--- config.mk ---
export PLATFORM = sky130hd
export DESIGN_NAME = if_stage
export DESIGN_NICKNAME = d
export VERILOG_FILES = /design/src/rtl/if_stage.sv
export SDC_FILE = /design/constraint.sdc
export NUM_CORES = 1
export LEC_CHECK = 0
export BUFFER_PORTS_ARGS = -buffer_cell sky130_fd_sc_hd__buf_2
export CORE_ASPECT_RATIO = 0.5
export CORE_MARGIN = 2
export CORE_UTILIZATION = 51
export CTS_BUF_LIST = sky130_fd_sc_hd__clkbuf_2 sky130_fd_sc_hd__clkbuf_4 sky130_fd_sc_hd__clkbuf_8
export DETAILED_ROUTE_END_ITERATION = 10
export PLACE_DENSITY = 0.8
export REMOVE_ABC_BUFFERS = 1
export SLEW_MARGIN = 20
export SYNTH_ARGS = -nofsm -noshare
export SYNTH_HDL_FRONTEND = slang
export SYNTH_SLANG_ARGS = --single-unit
export TNS_END_PERCENT = 10
--- constraint.sdc ---
create_clock -name clk -period 3.8 [get_ports clk]
set_input_delay 0.38 -clock clk [delete_from_list [all_inputs] [get_ports clk]]
set_output_delay 0.38 -clock clk [all_outputs]
set_load 0.01 [all_outputs]
--- src/rtl/if_stage.sv ---
// Instruction-fetch stage: owns the PC, drives the instruction-memory address and
// fills the IF/ID register, with stall hold and redirect-squash into a NOP bubble.
module if_stage #(
  parameter int                     ADDR_WIDTH = 9,
  parameter int                     INSN_WIDTH = 32,
  parameter logic [ADDR_WIDTH-1:0]  RESET_PC   = '0,
  parameter logic [INSN_WIDTH-1:0]  NOP_INSN   = INSN_WIDTH'(32'h0000_0013)
) (
  input  logic                  clk,
  input  logic                  rst,
  input  logic                  stall,
  input  logic                  redirect_valid,
  input  logic [ADDR_WIDTH-1:0] redirect_pc,
  output logic [ADDR_WIDTH-1:0] imem_addr,
  input  logic [INSN_WIDTH-1:0] imem_insn,
  output logic                  if_id_valid,
  output logic [ADDR_WIDTH-1:0] if_id_pc,
  output logic [ADDR_WIDTH-1:0] if_id_pc_plus4,
  output logic [INSN_WIDTH-1:0] if_id_insn,
  output logic                  misaligned_fault,
  output logic [31:0]           fetch_count
);

  logic [ADDR_WIDTH-1:0] pc_reg, pc_next;
  logic [ADDR_WIDTH-1:0] pc_plus4;
  logic                  valid_reg, valid_next;
  logic [ADDR_WIDTH-1:0] id_pc_reg, id_pc_next;
  logic [ADDR_WIDTH-1:0] id_pc4_reg, id_pc4_next;
  logic [INSN_WIDTH-1:0] insn_reg, insn_next;
  logic                  fault_reg, fault_next;
  logic [31:0]           count_reg, count_next;

  assign pc_plus4 = pc_reg + ADDR_WIDTH'(4);

  // Redirect outranks stall; the target is forced word-aligned so pc[1:0] stays 00.
  always_comb begin
    pc_next     = pc_reg;
    valid_next  = valid_reg;
    id_pc_next  = id_pc_reg;
    id_pc4_next = id_pc4_reg;
    insn_next   = insn_reg;
    fault_next  = 1'b0;
    count_next  = count_reg;
    if (redirect_valid) begin
      pc_next     = {redirect_pc[ADDR_WIDTH-1:2], 2'b00};
      valid_next  = 1'b0;
      id_pc_next  = '0;
      id_pc4_next = '0;
      insn_next   = NOP_INSN;
      fault_next  = |redirect_pc[1:0];
    end else if (!stall) begin
      pc_next     = pc_plus4;
      valid_next  = 1'b1;
      id_pc_next  = pc_reg;
      id_pc4_next = pc_plus4;
      insn_next   = imem_insn;
      count_next  = count_reg + 32'd1;
    end
  end

  always_ff @(posedge clk) begin
    if (rst) begin
      pc_reg     <= RESET_PC;
      valid_reg  <= 1'b0;
      id_pc_reg  <= '0;
      id_pc4_reg <= '0;
      insn_reg   <= NOP_INSN;
      fault_reg  <= 1'b0;
      count_reg  <= '0;
    end else begin
      pc_reg     <= pc_next;
      valid_reg  <= valid_next;
      id_pc_reg  <= id_pc_next;
      id_pc4_reg <= id_pc4_next;
      insn_reg   <= insn_next;
      fault_reg  <= fault_next;
      count_reg  <= count_next;
    end
  end

  assign imem_addr        = pc_reg;
  assign if_id_valid      = valid_reg;
  assign if_id_pc         = id_pc_reg;
  assign if_id_pc_plus4   = id_pc4_reg;
  assign if_id_insn       = insn_reg;
  assign misaligned_fault = fault_reg;
  assign fetch_count      = count_reg;

endmodule

# == Word level (Yosys, flattened, before mapping) ==
# Index checks and enable logic that the tools add are counted.
# totals
ff_bits,93
input_bits,45
out_inout_bits,93
elab_cells,19
# classes
addsub,2
eq_ne,1
muxes,2
bitwise,2
n_reduce_logical,4
# op_table
cell,count
$add 32x1->32 const B,1
$mux 9,2
$add 9x3->9 const B,1
$reduce_or 2->1,3
$ne 2x1->1 const B,1
$not 1->1,2
$reduce_and 2->1,1

# == Depth between registers and ports, before layout ==
# Gate-level depths: netlist (run 1).
# depth
depth_word,3
depth_mapped,6

# == Worst setup path before layout (run 1) ==
# OpenSTA, ideal clock, no wires.
# synth_path
kind,input -> register
startpoint,input port redirect_valid
endpoint,"register count_reg[31], in the netlist fetch_count[31]"
setup_ps,70
t_arrival_ps,1706
setup_slack_ps,2024
path_stages,6
cell_sequence,buf_2 and4bb_2 buf_6 nand4_1 or4_1 a21oi_1
# synth_via
elab_chain_cells,2
# synth_rtl
element,line,text
"start, declared",12,"input logic redirect_valid,"
$not 1->1 (no source line),n/a,
$reduce_and 2->1 (no source line),n/a,
"end signal, assigned",77,count_reg <= count_next;
"end, declared",31,"logic [31:0] count_reg, count_next;"
# No other way between the ends.
# A chain may end at the register's enable or synchronous reset.

# == Worst setup path after layout (run 1) ==
# layout_path
startpoint,"register count_reg[4], in the netlist fetch_count[4]"
endpoint,"register count_reg[21], in the netlist fetch_count[21]"
# layout_via
elab_chain_cells,1
# layout_rtl
element,line,text
$add 32x1->32,57,count_next = count_reg + 32'd1;
# No other way between the ends.

==> results.py, run 1 <==
metrics = {
    "die": {
        "initial_core_util_pct": 54.2,
        "core-area_mm2": 0.00688,
        "num_rows": 21,
        "die_w_um": 125,
        "dieArea_mm2": 0.00806,
        "die_h_um": 64.5,
        "io_pins": 138,
    },
    "timing": {
        "rsz0062_at_grt": "false",
        "relSlewSlack_pct": 42.4,
        "fin_setup_tns_ns": 0,
        "final-hold-violation-count": 0,
        "post-route-period-util_pct": 52.0,
        "fin_crit_ns": 1.97,
        "max_freq_mhz": 506,
        "fin_skew_ns": 0.00796,
        "worstMarginPinSlew_ns": 0.864,
        "slew_viol_final": 0,
        "setup_viol": 0,
    },
    "global_routing": {
        "grt.overflow.total": 0,
        "grt_pass1_vias": 3136,
        "grt_max_degree": 63,
        "antenna_found_initial": 0,
        "grt_pass1_wl_um": 14300,
        "grt_use_total_pct": 21.7,
    },
    "setup_path": {
        "critPathBufInv": 0,
        "critPathTopFamily": "simple AND/OR/NAND/NOR gates",
        "worstPathArrival_ns": 2.27,
        "r2r_cells": 4,
        "cp-end-kind": "flop",
        "critical_path.max_stage_delay_ns": 0.59,
        "cp.required_ns": 4.10,
        "cp-start-kind": "flop",
        "reg2reg_to": "fetch_count[21]$_SDFFE_PP0P_",
        "path_max_fanout": 14,
        "r2r_start": "fetch_count[4]$_SDFFE_PP0P_",
        "rrSetupSlack_ns": 1.83,
        "critPathKind": "reg2reg",
        "path_cells": "and4_1, nand2_1, or4_1, a21oi_1",
        "slowest_stage": "or4_1",
    },
    "clock_network": {
        "ctsResizeCount": 0,
        "cts-root-buf": "clkbuf_8",
        "cts_sinks": 87,
        "postCtsHoldBufs": 0,
        "cts_tree": "yes",
        "post_cts_buffers": 0,
        "clk_pin_slew_ns": 0.09,
        "numCtsBuffers": 9,
        "htree_levels": 3,
        "clock_path_buffers": 2,
        "clkLatencyLatePin_ns": 0.36,
    },
    "drt": {
        "wl_um": 8560,
        "antenna_left": 0,
        "routedWlPerCell_um": 13.9,
        "vias_per_cell": 5.36,
        "dr.pass1.iters": 4,
        "drc": 0,
        "first_iter_violations": 154,
        "vias": 3310,
    },
    "yosys": {
        "yosysWarnings": 0,
        "synth.avg_cell_area_um2": 9.21,
        "yosysTopAreaCellShare_pct": 46.7,
        "netlist_top_cells_area": "dfxtp_1 47%, mux2i_1 12%, nor2_1 6.1%, a21oi_1 3.8%, o31ai_1 2.2%",
        "synthCells": 405,
        "synth.distinct_cells": 41,
        "synth_edf_count": 0,
        "synth-seq-area-share_pct": 46.7,
        "synth-seq-cells": 87,
        "ys.flop_type": "dfxtp_1",
        "async_reset_ff_share_pct": 0,
        "synth_area_mm2": 0.00373,
        "synth_top_cell_by_area": "dfxtp_1",
    },
    "layout": {
        "fin_area_mm2": 0.00458,
        "layout.nets": 567,
        "most-common-layout-cells": "131 x buf_2, 87 x dfxtp_1, 61 x nor2_1",
        "drive_above_1_share_pct": 29.9,
        "syn2layout_area_growth_pct": 22.7,
        "num_antenna_cells": 0,
        "final_common_cell": "buf_2",
    },
    "place": {
        "portBuffers": 131,
        "place.gp.congestion": 0.799,
        "dp_hpwl_um": 5890,
        "placed_area_mm2": 0.00437,
    },
    "worst_hold_path": {
        "whs_endpoint": "if_id_insn[4]$_SDFFE_PP1N_",
        "holdCritPathClass": "in2reg",
        "min_from": "imem_insn[4]",
        "holdPathStages": 3,
    },
    "power_and_ir_drop": {
        "p_leak_nw": 2.10,
        "peakVddDrop_mv": 0.323,
        "total_power_mw": 1.78,
        "p_per_area_mw_per_mm2": 389,
    },
    "job": {
        "cap_viol_max_count": 0,
    },
    "run_status": {
        "outcome": "complete, no violations",
    },
}
## kinds of logic (layout without fill, tap and decap cells)
| group | Yosys count | count (layout) | synth area share [%] |
|---|---|---|---|
| AO/OA/AOI/OAI | 57 | 57 | 9.15 |
| XOR/XNOR | 16 | 16 | 3.76 |
| adder cells (fa/ha/maj) | 2 | 2 | 0.671 |
| buffers and inverters | 41 | 156 | 5.23 |
| flip-flops | 87 | 87 | 46.7 |
| multiplexers | 45 | 45 | 12.1 |
| other | 1 | 6 | 0.101 |
| AND/OR/NAND/NOR | 156 | 156 | 22.3 |
## Yosys cell counts, drive strengths merged, types with 10 or more instances
library cell and n:
nand2 17, nor2 61, buf 17, a21oi 28
mux2i 43, nand4 15, nand3 13, dfxtp 87
o31ai 11, or4 10, clkbuf 17
## state kept, by name, indices dropped and copies added (netlist names)
name and cells:
fetch_count 32, if_id_insn 32, if_id_pc 7, if_id_pc_plus4 7
imem_addr 7, if_id_valid 1, misaligned_fault 1
## layout make-up
cell class              count  area (um2)
fillers                   608        2310
multi-input cells         282        1810
flip-flops and latches     87        1740
repair buffers            133         671
clock buffers              10         138
well taps                  92         115
clock inverters             6        72.6
inverters                   7        26.3
## worst register-to-register path, cell delays in order (launching register included)
cell and delay [ns]:
dfxtp_1 0.43, and4_1 0.42, nand2_1 0.34, or4_1 0.59, a21oi_1 0.14
## metal layers
layer | global-route usage [%] | vias up | routed length (um)
met1 | 24.6 | 1542 | 3770
met2 | 38.2 | 104 | 4010
met4 | 6.81 | 0 | 129
met5 | 0 | - | 0
li1 | - | 1651 | -
met3 | 8.42 | 13 | 643
## power breakdown
part           leakage (nW)  internal (mW)  total, mW  switching [mW]
Combinational          1.29         0.0680      0.149          0.0805
Clock                 0.104          0.331      0.681           0.350
Sequential            0.707          0.933      0.950          0.0169
## worst max-delay path by stage
stage	from	to	slack, ns	cells after the start
5_1_grt	fetch_count[4]$_SDFFE_PP0P_	fetch_count[23]$_SDFFE_PP0P_	1.62	4
3_3_place_gp	redirect_valid	fetch_count[21]$_SDFFE_PP0P_	1.66	5
6_report	fetch_count[4]$_SDFFE_PP0P_	fetch_count[21]$_SDFFE_PP0P_	1.83	4
4_1_cts	fetch_count[4]$_SDFFE_PP0P_	fetch_count[21]$_SDFFE_PP0P_	1.85	4
2_1_floorplan	fetch_count[4]$_SDFFE_PP0P_	fetch_count[23]$_SDFFE_PP0P_	2.02	4
3_5_place_dp	redirect_valid	fetch_count[23]$_SDFFE_PP0P_	1.63	5
## per-stage QoR
stage	utilization, %	setup WS (ns)	hold WS [ns]	std cells
3_5_place_dp	63.4	1.63	0.457	601
2_1_floorplan	-	2.02	0.449	376
5_1_grt	66.5	1.62	0.229	617
4_1_cts	66.5	1.85	0.220	617
3_3_place_gp	63.4	1.66	0.433	601
6_report	66.5	1.83	0.234	617
Power figures use the tool's default switching activity.
==> inputs of run 2 (changes only) <==
ABC_AREA = 1   (was not set)
CORE_UTILIZATION = 46   (was 51)
PLACE_DENSITY = 0.76   (was 0.8)
clock period = 1.74 ns   (was 3.8 ns; I/O delays follow)
==> run 2 against run 1 <==
Against the previous run:
- final cell count increased by 27%
- largest power group unchanged
- highest routed layer unchanged
- largest cell class unchanged
- wire length increased by 9.9%
- sequential power grew 120%
- worst hold slack got worse by 0.21 ns
==> results.py, run 2 <==
metrics = {
    "run_status": {
        "outcome": "complete, no violations",
    },
    "setup_path": {
        "cp.required_ns": 2.00,
        "worstPathArrival_ns": 1.79,
        "critPathBufInv": 1,
        "critPathTopFamily": "simple AND/OR/NAND/NOR gates",
        "critPathKind": "reg2reg",
        "path_max_fanout": 5,
        "path_cells": "ha_1, nand3_2, nor2_8, nand2_4, inv_1, nand3b_1, o21ai_0, nor2_1",
        "critical_path.max_stage_delay_ns": 0.40,
        "slowest_stage": "dfxtp_1",
        "cp-end-kind": "flop",
        "cp-start-kind": "flop",
    },
    "power_and_ir_drop": {
        "p_clk_share_pct": 37.4,
        "p_per_area_mw_per_mm2": 803,
        "p_comb_share_pct": 8.9,
        "share_seq_of_total_power_pct": 53.7,
        "switching_share_pct": 25.9,
        "peakVddDrop_mv": 0.347,
        "total_power_mw": 3.87,
        "p_sw_mw": 1.00,
        "p_int_mw": 2.86,
        "p_leak_nw": 2.24,
    },
    "yosys": {
        "synth-seq-area-share_pct": 45.4,
        "synth.distinct_cells": 35,
        "yosysWarnings": 0,
        "synth-seq-cells": 87,
        "synth.avg_cell_area_um2": 7.19,
        "synth_top_cell_by_area": "dfxtp_1",
        "netlist_top_cells_area": "dfxtp_1 45%, nand2_1 14%, nor2_1 7.0%, a21oi_1 6.6%, inv_1 4.1%",
        "synth_edf_count": 0,
        "synth.most_common_cell": "nand2_1",
        "async_reset_ff_share_pct": 0,
        "yosysTopAreaCellShare_pct": 45.4,
        "ys.flop_type": "dfxtp_1",
        "synth_area_mm2": 0.00384,
        "synthCells": 534,
        "synth_common_cells": "146 x nand2_1, 87 x dfxtp_1, 72 x nor2_1",
    },
    "timing": {
        "fin_setup_tns_ns": 0,
        "setup_viol": 0,
        "post-route-period-util_pct": 87.8,
        "fin_crit_ns": 1.53,
        "max_freq_mhz": 655,
        "worstMarginPinSlew_ns": 0.515,
        "relSlewSlack_pct": 65.4,
        "holdWs_ns": 0.0243,
        "slew_viol_final": 0,
        "fin_skew_ns": 0.0108,
        "rsz0062_at_grt": "false",
        "final-hold-violation-count": 0,
    },
    "global_routing": {
        "grt_pass1_wl_um": 15000,
        "antenna_found_initial": 0,
        "grt_max_degree": 48,
        "met1_usage_pct": 25.3,
        "use_met2_pct": 35.9,
        "gr-usage-met3_pct": 5.19,
        "grt_pass1_vias": 3238,
        "grt_use_total_pct": 20.6,
        "grt.overflow.total": 0,
        "top_usage_layer": "met2",
    },
    "clock_network": {
        "clk_pin_slew_ns": 0.09,
        "numCtsBuffers": 9,
        "cts-root-buf": "clkbuf_8",
        "ctsResizeCount": 0,
        "cts_tree": "yes",
        "cts_sinks": 87,
        "clkLatencyLatePin_ns": 0.37,
        "clock_path_buffers": 2,
        "htree_levels": 3,
    },
    "die": {
        "io_pins": 138,
        "num_rows": 23,
        "core-area_mm2": 0.00806,
        "die_h_um": 68.6,
        "initial_core_util_pct": 47.7,
        "dieArea_mm2": 0.00914,
        "die_w_um": 133,
    },
    "layout": {
        "syn2layout_area_growth_pct": 25.4,
        "regArea_mm2": 0.00174,
        "final_common_cell": "nand2_1",
        "multi_input_area_mm2": 0.00181,
        "layout.nets": 714,
        "num_antenna_cells": 0,
        "fin_cells": 784,
        "post-route-util_pct": 59.8,
        "n_fill_cell": 785,
        "drive_above_1_share_pct": 26.6,
        "most-common-layout-cells": "146 x nand2_1, 131 x buf_2, 87 x dfxtp_1",
    },
    "drt": {
        "vias": 3729,
        "wl_um": 9400,
        "dr.pass1.iters": 4,
        "antenna_left": 0,
        "first_iter_violations": 211,
        "drc": 0,
        "routedWlPerCell_um": 12.0,
        "vias_per_cell": 4.76,
    },
    "job": {
        "cap_viol_max_count": 0,
    },
    "place": {
        "place.gp.congestion": 0.896,
        "portBuffers": 131,
        "dp_hpwl_um": 6750,
        "dpl.cell_count": 766,
    },
    "worst_hold_path": {
        "holdCritPathClass": "in2reg",
    },
}
## run 2: cell types whose count changed in the layout (fill, tap and decap cells not counted), moves of 12 or more
cell     delta
a21oi_1    +23
mux2i_1    -43
inv_1      +35
o21ai_0    +12
nand3_1    +16
nand2_1   +129
## run 2: cell families (layout without fill, tap and decap cells)
family / Yosys count / count (layout) / synth area share, %
xor gates and xnor gates: 11 / 11 / 2.51
adders and majority gates: 2 / 2 / 0.652
AOI/OAI and AO/OA: 78 / 78 / 10.4
buffers and inverters: 71 / 204 / 8.11
DFF: 87 / 87 / 45.4
and+or+nand+nor: 284 / 284 / 32.8
other: 1 / 6 / 0.0977
## run 2: cell type report
cell class	count	share of cell area, %
Clock buffer	10	2.73
Inverter	45	3.61
Multi-Input combinational cell	381	37.5
Tap cell	112	2.91
Sequential cell	87	36.2
Timing Repair Buffer	143	15.6
Clock inverter	6	1.48
## run 2: final timing paths
| check | startpoint | to | slack [ns] | depth (start not counted) |
|---|---|---|---|---|
| setup / recovery | fetch_count[1]$_SDFFE_PP0P_ | fetch_count[14]$_SDFFE_PP0P_ | 0.21 | 8 |
| hold / removal | imem_insn[4] | if_id_insn[4]$_SDFFE_PP1N_ | 0.02 | 3 |
| setup reg to reg | fetch_count[1]$_SDFFE_PP0P_ | fetch_count[14]$_SDFFE_PP0P_ | 0.21 | 8 |
| hold reg to reg | if_id_insn[15]$_SDFFE_PP0N_ | if_id_insn[15]$_SDFFE_PP0N_ | 0.45 | 2 |
## run 2: what timing repair did
| action | 4_1_cts | 5_1_grt |
|---|---|---|
| hold buffers | 2 | 0 |
| buffers inserted | 0 | 0 |
| endpoints found under the setup margin | 0 | 0 |
| hold endpoints to repair | 2 | 0 |
## run 2: layer usage
layer | part of all wire (%) | routed length, um | vias to the layer above
met5 | 0 | 0 | -
met4 | 1.2 | 115 | 0
met3 | 5.4 | 507 | 10
met2 | 47 | 4410 | 96
met1 | 46 | 4370 | 1669
li1 | - | - | 1954
## run 2: through the flow
stage          cell area [um2]  setup slack, ns
5_1_grt                   4810            0.108
3_3_place_gp              4590            0.319
2_1_floorplan             3720            0.281
6_report                  4810            0.212
4_1_cts                   4810            0.209
3_5_place_dp              4590            0.224
## run 2: power groups by stage
stage / clock (mW) / combinational [mW] / sequential [mW]
floorplan: 0 / 0.138 / 2.14
global placement: 0 / 0.336 / 2.12
CTS: 1.48 / 0.345 / 2.08
detailed placement: 0 / 0.341 / 2.12
finish: 1.45 / 0.343 / 2.08
global route: 1.56 / 0.381 / 2.09
## run 2: worst min-delay path, cell delays in order
cell	delay, ns
buf_2	0.08
nand2_1	0.05
nand3_1	0.06
